--- src/rtl/gpio_bank_ctrl.sv ---
// GPIO bank: register-mapped pad drive/enable, synchronised and debounced pad inputs,
// per-pin rise/fall edge capture into a write-1-to-clear pending register with level interrupt.
module gpio_bank_ctrl #(
    parameter int WIDTH      = 12,
    parameter int DEB_CYCLES = 4
) (
    input  logic             io_clock,
    input  logic             io_reset_n,
    input  logic [WIDTH-1:0] io_pins_read,
    output logic [WIDTH-1:0] io_pins_write,
    output logic [WIDTH-1:0] io_pins_writeEnable,
    input  logic             io_bus_sel,
    input  logic             io_bus_wr,
    input  logic [2:0]       io_bus_addr,
    input  logic [WIDTH-1:0] io_bus_wdata,
    output logic [WIDTH-1:0] io_bus_rdata,
    output logic             io_interrupt
);

    localparam logic [2:0] ADDR_DATA_IN  = 3'd0;
    localparam logic [2:0] ADDR_DATA_OUT = 3'd1;
    localparam logic [2:0] ADDR_OUT_EN   = 3'd2;
    localparam logic [2:0] ADDR_RISE_EN  = 3'd3;
    localparam logic [2:0] ADDR_FALL_EN  = 3'd4;
    localparam logic [2:0] ADDR_PENDING  = 3'd5;

    logic [WIDTH-1:0] sync1_q, sync1_d, sync2_q, sync2_d;
    logic [WIDTH-1:0] stable;
    logic [WIDTH-1:0] stable_prev_q, stable_prev_d;
    logic [WIDTH-1:0] data_out_q, data_out_d;
    logic [WIDTH-1:0] out_en_q, out_en_d;
    logic [WIDTH-1:0] rise_en_q, rise_en_d;
    logic [WIDTH-1:0] fall_en_q, fall_en_d;
    logic [WIDTH-1:0] pending_q, pending_d;
    logic [WIDTH-1:0] rdata_q, rdata_d;
    logic [WIDTH-1:0] w1c, rise_evt, fall_evt;
    logic             bus_wr_en, bus_rd_en;

    always_comb begin
        sync1_d       = io_pins_read;
        sync2_d       = sync1_q;
        stable_prev_d = stable;
    end

    generate
        if (DEB_CYCLES == 0) begin : g_bypass
            assign stable = sync2_q;
        end else begin : g_deb
            localparam logic [7:0] CNT_TC = 8'(DEB_CYCLES - 1);
            logic [7:0]       cnt_q [WIDTH];
            logic [7:0]       cnt_d [WIDTH];
            logic [WIDTH-1:0] stable_q, stable_d;

            // Counter only advances while the synchronised input disagrees with stable;
            // any agreeing cycle restarts the window, so short glitches never commit.
            always_comb begin
                stable_d = stable_q;
                for (int i = 0; i < WIDTH; i++) begin
                    cnt_d[i] = 8'd0;
                    if (sync2_q[i] != stable_q[i]) begin
                        if (cnt_q[i] == CNT_TC) begin
                            stable_d[i] = sync2_q[i];
                        end else begin
                            cnt_d[i] = cnt_q[i] + 8'd1;
                        end
                    end
                end
            end

            always_ff @(posedge io_clock or negedge io_reset_n) begin
                if (!io_reset_n) begin
                    stable_q <= '0;
                    for (int i = 0; i < WIDTH; i++) begin
                        cnt_q[i] <= 8'd0;
                    end
                end else begin
                    stable_q <= stable_d;
                    for (int i = 0; i < WIDTH; i++) begin
                        cnt_q[i] <= cnt_d[i];
                    end
                end
            end

            assign stable = stable_q;
        end
    endgenerate

    assign bus_wr_en = io_bus_sel & io_bus_wr;
    assign bus_rd_en = io_bus_sel & ~io_bus_wr;

    always_comb begin
        data_out_d = data_out_q;
        out_en_d   = out_en_q;
        rise_en_d  = rise_en_q;
        fall_en_d  = fall_en_q;
        rdata_d    = rdata_q;
        w1c        = '0;

        if (bus_wr_en) begin
            case (io_bus_addr)
                ADDR_DATA_OUT: data_out_d = io_bus_wdata;
                ADDR_OUT_EN:   out_en_d   = io_bus_wdata;
                ADDR_RISE_EN:  rise_en_d  = io_bus_wdata;
                ADDR_FALL_EN:  fall_en_d  = io_bus_wdata;
                ADDR_PENDING:  w1c        = io_bus_wdata;
                default:       ;
            endcase
        end

        // Edge events are applied after the clear so a coincident set wins.
        rise_evt  = stable & ~stable_prev_q & rise_en_q;
        fall_evt  = ~stable & stable_prev_q & fall_en_q;
        pending_d = (pending_q & ~w1c) | rise_evt | fall_evt;

        if (bus_rd_en) begin
            case (io_bus_addr)
                ADDR_DATA_IN:  rdata_d = stable;
                ADDR_DATA_OUT: rdata_d = data_out_q;
                ADDR_OUT_EN:   rdata_d = out_en_q;
                ADDR_RISE_EN:  rdata_d = rise_en_q;
                ADDR_FALL_EN:  rdata_d = fall_en_q;
                ADDR_PENDING:  rdata_d = pending_q;
                default:       rdata_d = '0;
            endcase
        end
    end

    always_ff @(posedge io_clock or negedge io_reset_n) begin
        if (!io_reset_n) begin
            sync1_q       <= '0;
            sync2_q       <= '0;
            stable_prev_q <= '0;
            data_out_q    <= '0;
            out_en_q      <= '0;
            rise_en_q     <= '0;
            fall_en_q     <= '0;
            pending_q     <= '0;
            rdata_q       <= '0;
        end else begin
            sync1_q       <= sync1_d;
            sync2_q       <= sync2_d;
            stable_prev_q <= stable_prev_d;
            data_out_q    <= data_out_d;
            out_en_q      <= out_en_d;
            rise_en_q     <= rise_en_d;
            fall_en_q     <= fall_en_d;
            pending_q     <= pending_d;
            rdata_q       <= rdata_d;
        end
    end

    assign io_pins_write       = data_out_q;
    assign io_pins_writeEnable = out_en_q;
    assign io_bus_rdata        = rdata_q;
    assign io_interrupt        = |pending_q;

endmodule

--- config.mk ---
export PLATFORM = sky130hd
export DESIGN_NAME = gpio_bank_ctrl
export DESIGN_NICKNAME = d
export VERILOG_FILES = /design/src/rtl/gpio_bank_ctrl.sv
export SDC_FILE = /design/constraint.sdc
export NUM_CORES = 1
export LEC_CHECK = 0
export ABC_AREA = 1
export CAP_MARGIN = 20
export CORE_AREA = 2 2 141 143
export DETAILED_ROUTE_END_ITERATION = 16
export DIE_AREA = 0 0 143 145
export PLACE_DENSITY = 0.72
export SYNTH_ARGS = -nofsm -noshare
export SYNTH_HDL_FRONTEND = slang
export SYNTH_SLANG_ARGS = --single-unit
--- constraint.sdc ---
create_clock -name io_clock -period 2.18 [get_ports io_clock]
set_input_delay 0.436 -clock io_clock [delete_from_list [all_inputs] [get_ports io_clock]]
set_output_delay 0.436 -clock io_clock [all_outputs]
set_load 0.02 [all_outputs]
==> results of run 1 <==
[per-layer routing]
| layer | global-route usage [%] | vias to the layer above | part of all wire, % |
|---|---|---|---|
| li1 | - | 3715 | - |
| met1 | 29.7 | 3532 | 48 |
| met2 | 31.1 | 179 | 45 |
| met3 | 3.04 | 38 | 5.2 |
| met4 | 5.40 | 0 | 2.0 |
| met5 | 0 | - | 0 |
[worst max-delay path, cell delays in order, from the launching register on]
cell     delay (ns)
dfrtp_1        0.42
nor4_2         0.35
nand3_1        0.19
buf_2          0.20
[sequential cells by signal, indices dropped and copies added (netlist names)]
register             count
g_deb.cnt_q             96
fall_en_q               12
g_deb.stable_q          12
io_bus_rdata            12
io_pins_writeEnable     12
io_pins_write           12
pending_q               12
rise_en_q               12
stable_prev_q           12
sync1_q                 12
sync2_q                 12
[synthesized netlist by cell type]
cell type	number
inv_1	123
nor4b_1	2
nand3_1	81
o21a_1	1
nand3_2	1
dfrtp_1	216
a31oi_1	3
ha_1	12
a21oi_1	8
nor2_2	1
nor2_1	149
clkbuf_1	10
buf_4	1
o21ai_1	59
buf_1	1
xnor2_1	27
inv_2	4
nor3_1	42
nand2_1	228
nor3b_1	1
nand2_2	1
xor2_1	18
nor4_1	6
nor3_2	1
buf_2	13
a31o_2	1
nand4_1	50
o21ai_0	27
[cell families (layout without fill, tap and decap cells)]
family	Yosys count	after routing	share of synthesized area, %
and+or+nand+nor	563	563	25.7
DFF	216	216	57.0
buffers and inverters	152	258	6.23
AOI/OAI and AO/OA	99	99	5.33
xor gates and xnor gates	45	45	4.16
adders and majority gates	12	12	1.58
[timing repair]
| item | CTS | global route |
|---|---|---|
| gates resized for setup | 5 | 0 |
| endpoints found under the setup margin | 1 | 0 |
| endpoints found under the hold margin | 40 | 0 |
| hold buffers | 1 | 0 |
[area by class of cell]
cell class | instances | area share [%]
Timing Repair Buffer | 92 | 8.13
Sequential cell | 216 | 47.6
Inverter | 127 | 4.19
Tap cell | 265 | 2.92
Clock buffer | 27 | 5.37
Multi-Input combinational cell | 719 | 30.7
Clock inverter | 12 | 1.08
[path summary, 6_finish.rpt]
path,end,depth (start not counted),startpoint,slack (ns)
worst max-delay path,io_interrupt,3,pending_q[8],0.08
worst min-delay path,sync2_q[3],0,sync1_q[3],0.35
worst max register to register,g_deb.cnt_q[86],4,g_deb.stable_q[1],0.82
worst min register to register,sync2_q[3],0,sync1_q[3],0.35
max in group asynchronous,g_deb.cnt_q[44],3,io_reset_n,1.09
min in group asynchronous,g_deb.cnt_q[92],2,io_reset_n,0.42
[per-stage QoR]
stage / hold WS [ns] / cell area (um2) / total power [mW]
after floorplan: 0.140 / 9480 / 6.99
after detailed placement: 0.335 / 10600 / 8.01
after global placement: 0.333 / 10600 / 7.92
final: 0.347 / 11400 / 11.7
after CTS: 0.348 / 11400 / 11.8
after global routing: 0.351 / 11400 / 12.5
[power by group]
group	total [mW]	internal (mW)	switching, mW
clock	3.77	2.24	1.54
sequential	5.56	4.79	0.769
combinational	2.39	0.997	1.39
==> summary.md, run 1 <==
| Metric | Value |
|---|---|
| Critical Path RT | `1.74 ns` |
| Setup CP Type | `reg -> out` |
| Global route total overflow | `0` |
| Post-Syn Area | `9480 um2` |
| Rel. slew slack | `58.8%` |
| Final routed DRC violation total | `0` |
| Fin crit share | `96.2%` |
| Share of cells above drive strength 1 | `6.12%` |
| # fillers | `between 1500 and 2000` |
| Total track usage | `between 20% and 30%` |
| Global-route wire length before repair | `34.1 mm` |
| Unrepaired setup endpoints after global routing | `false` |
| Mean Syn Cell Area | `8.73 um2` |
| Clk root buf | `clkbuf_16` |
| Final TNS setup | `0 ns` |
| Layout Nets | `1222` |
| DR iter-0 viols | `550` |
| Post-synthesis register bit count | `roughly 220` |
| Clk slew on worst S/H paths | `about 0.060 ns` |
| Net Count, Synth | `1130` |
| Maximum clock frequency | `0.477 GHz` |
| Worst slew pin tran | `about 0.61 ns` |
| Final Max Slew Viols | `0` |
| Final hold vios | `0` |
| FF+latch area | `roughly 5400 um2` |
| Yosys cell types | `28` |
| Diodes inserted | `0` |
| CTS tree | `yes` |
| Die footprint | `20700 um2` |
| Final Non-Filler Cells | `1458` |
| Die width | `143 um` |
| Dominant cells by area after synthesis | `dfrtp_1 57%, nand2_1 9.0%, nor2_1 5.9%, inv_1 4.9%, nand3_1 4.3%` |
| Cell Pwr Density | `1030 nW/um2` |
| DP Cell Count | `1418` |
| Core Region | `roughly 19000 um2` |
| CTS Buf Count | `23` |
| Endpoint type of the worst setup path | `output pin` |
| Worst min-delay path class | `reg -> reg` |
| Maximum vdd ir drop | `600 uV` |
| Largest net degree at the start of global routing | `56` |
| Synth Warn # | `0` |
| Post-synth top area share | `between 50% and 60%` |
| Setup violators final | `0` |
| Layout area overhead | `19.8%` |
| Worst-path fanout max | `3` |
| H-tree lvl count | `1` |
| Number of global-route vias before repair | `roughly 7100` |
| Total Wirelength | `~20 mm` |
| Routed vias | `7464` |
| Clock skew | `around 0.0084 ns` |
| Clk sink count | `216` |
| Seq/Total Area, Yosys | `57.0%` |
| Initial Util | `49.4%` |
| Initial antenna violation count | `0` |
| Final worst slack | `0.0821 ns` |
| Setup Buffers After CTS | `0` |
| Vias per inst | `roughly 5.1` |
| Synth area leader | `dfrtp_1` |
| Commonest non-fill, non-tap cells in the layout | `228 x nand2_1, 216 x dfrtp_1, 149 x nor2_1` |
| Post-DRT Antenna Nets | `0` |
| IO Pins | `68` |
| First drt pass iteration count | `5` |
| Commonest non-fill, non-tap cell in the layout | `nand2_1` |
| Place WS | `~0.17 ns` |
| CTS max path bufs | `3` |
| Max-cap check violation count | `0` |
| Final min period | `about 2.1 ns` |
| Row count | `roughly 50` |
| WL/cell | `14.0 um` |
| Critical Path AT | `1.66 ns` |
| Leak Pwr | `5.29 nW` |
| IO Port Bufs | `67` |
| CP Launch Type | `register` |
| Post-Syn Instances | `1087` |
| Routability congestion estimate from global placement | `between 0.8 and 0.9` |
| Die Span Y | `roughly 150 um` |
| Outcome | `finished clean` |
| Util after Layout | `59.2%` |
| Clock Latency Late Sink | `0.50 ns` |
| DP Wirelength | `14.1 mm` |
| Area of the multi-input gates | `between 3000 and 4000 um2` |
No activity file was read; power rests on OpenSTA's default activity.
==> run 2, diff against run 1 <==
SLEW_MARGIN = 15   (was default)
==> results of run 2 <==
The final DEF is identical to that of run 1; final timing and power are the same.
==> run 3, diff against run 2 <==
CTS_CLUSTER_SIZE = 12   (was default)
SKIP_LAST_GASP = 1   (was default)
==> run 3 against run 2 <==
Against the previous run: register-to-register slack barely moved; worst hold slack got worse by 0.0032 ns; sequential power barely moved; via count fell by 0.17%; sequential share of layout area fell by 0.29 points; worst setup slack improved by 0.0040 ns; largest cell class unchanged; critical endpoint unchanged; maximum frequency rose by 0.19%; global-route usage rose by 0.39 points; combinational power barely moved; first-iteration DRC count rose by 3.8%; count of clock-buffer cells in the layout rose by 8.
==> summary.md, run 3 (synthesis results as in run 1) <==
| Metric | Value |
|---|---|
| Outcome | `finished clean` |
| DP Area | `10600 um2` |
| WL/cell | `roughly 14 um` |
| Largest net degree at the start of global routing | `56` |
| Final Non-Filler Cells | `between 1000 and 1500` |
| DR iter-0 viols | `571` |
| Critical Path AT | `1.66 ns` |
| Worst slew pin tran | `0.597 ns` |
| Total track usage | `20.5%` |
| DR top layer | `met4` |
| Die Span Y | `145 um` |
| Final Max Slew Viols | `0` |
| Routed vias | `around 7500` |
| Buf+Inv Stages, Crit Path | `1` |
| DP Wirelength | `approximately 14 mm` |
| Fin crit share | `96.1%` |
| Global-route wire length before repair | `34.8 mm` |
| Cells along the critical path | `nor4_2 > nand3_1 > buf_2` |
| Die width | `between 100 and 150 um` |
| Final min period | `around 2.1 ns` |
| Top reg by flops | `g_deb.cnt_q` |
| Final TNS setup | `0 ns` |
| Design area | `11400 um2` |
| Clk slew on worst S/H paths | `0.06 ns` |
| Routed wl met2 | `9.36 mm` |
| Cell Pwr Density | `1050 nW/um2` |
| # fillers | `1665` |
| Setup violators final | `0` |
| CTS Buf Count | `24` |
| Post-DRT Antenna Nets | `0` |
| Maximum vdd ir drop | `557 uV` |
| Setup CP Type | `reg -> out` |
| Clock skew | `0.00939 ns` |
| Unrepaired setup endpoints after global routing | `false` |
| CTS max path bufs | `3` |
| Max reg flops | `96` |
| Share of cells above drive strength 1 | `around 6.1%` |
| Clk root buf | `clkbuf_16` |
| Worst min-delay path class | `reg -> reg` |
| Worst-path fanout max | `3` |
| WL met3 | `1.13 mm` |
| DP Cell Count | `1418` |
| Initial Util | `roughly half` |
| Global route total overflow | `0` |
| Initial antenna violation count | `0` |
| Diodes inserted | `0` |
| Max-cap check violation count | `0` |
| Delay-heaviest family, CP | `simple AND/OR/NAND/NOR gates` |
| Setup slack, reg-to-reg | `slightly above 0.8 ns` |
| Critical Path RT | `1.74 ns` |
| Total Wirelength | `20.6 mm` |
| CTS tree | `yes` |
| Row count | `51` |
| H-tree lvl count | `1` |
| Worst path slowest cell | `dfrtp_1` |
| CP Launch Type | `register` |
| Slowest cell delay on critical path | `0.42 ns` |
| Maximum clock frequency | `0.478 GHz` |
| Commonest non-fill, non-tap cell in the layout | `nand2_1` |
| Number of global-route vias before repair | `about 7200` |
| Final hold vios | `0` |
| Clock Latency Late Sink | `about 0.52 ns` |
| Vias per inst | `5.10` |
| Routability congestion estimate from global placement | `between 0.8 and 0.9` |
| Leak Pwr | `5.33 nW` |
| DRT met1 WL | `9.68 mm` |
| Die footprint | `20700 um2` |
| First drt pass iteration count | `4` |
| IO Pins | `68` |
| Clk sink count | `~220` |
| Core Region | `19200 um2` |
| Rel. slew slack | `59.9%` |
| IO Port Bufs | `67` |
| Layout Nets | `1223` |
| Commonest non-fill, non-tap cells in the layout | `228 x nand2_1, 216 x dfrtp_1, 149 x nor2_1` |
| Endpoint type of the worst setup path | `output pin` |
| Layout area overhead | `20.6%` |
| Final routed DRC violation total | `0` |
==> run 3: changes by cell type in the layout (fill, tap and decap cells not counted), sizes merged <==
cell / previous run / this run
clkbuf: 27 / 35
clkinv: 8 / 4
clkinvlp: 2 / 0
==> run 3: report_power, final <==
part	total [mW]	leakage [nW]	switching [mW]	internal, mW
registers	5.57	2.78	0.769	4.80
clock network	4.07	0.400	1.56	2.52
logic	2.39	2.15	1.39	0.997
total	12.0	5.33	3.72	8.31
==> run 3: stage by stage <==
| step | util, % | hold slack (ns) | setup WS (ns) | total power, mW |
|---|---|---|---|---|
| 4_1_cts | 59.5 | 0.344 | 0.0575 | 12.2 |
| 3_5_place_dp | 55.3 | 0.335 | 0.167 | 8.01 |
| 6_report | 59.5 | 0.344 | 0.0861 | 12.0 |
| 5_1_grt | 59.5 | 0.347 | 0.0450 | 12.7 |
| 2_1_floorplan | - | 0.140 | 0.795 | 6.99 |
| 3_3_place_gp | 55.3 | 0.333 | 0.174 | 7.92 |
==> run 3: final timing paths <==
| check | depth (start not counted) | to | startpoint |
|---|---|---|---|
| max in group asynchronous | 3 | g_deb.cnt_q[73] | io_reset_n |
| min in group asynchronous | 2 | g_deb.cnt_q[92] | io_reset_n |
| max reg2reg | 4 | g_deb.cnt_q[86] | g_deb.stable_q[1] |
| min | 0 | sync2_q[11] | sync1_q[11] |
| max | 3 | io_interrupt | pending_q[8] |
| min reg2reg | 0 | sync2_q[11] | sync1_q[11] |
==> run 3: what timing repair did <==
| item | CTS | global route |
|---|---|---|
| endpoints found under the hold margin | 40 | 0 |
| resized for setup | 5 | 0 |
| endpoints found under the setup margin | 1 | 0 |
| hold buffers | 1 | 0 |
| buffers inserted | 0 | 0 |
==> run 3: layout make-up <==
class                           count  area, um2  share of cell area [%]
Timing Repair Buffer               92        923                    8.08
Inverter                          127        477                    4.17
Tap cell                          265        332                    2.90
Clock buffer                       35        723                    6.32
Sequential cell                   216       5410                    47.3
Multi-Input combinational cell    719       3490                    30.6
Clock inverter                      6       80.1                   0.700
==> run 3: metal layers <==
metal,GRT usage [%],vias to the layer above
li1,-,3728
met1,29.4,3520
met2,32.1,168
met3,3.30,35
met4,6.14,0
met5,0,-
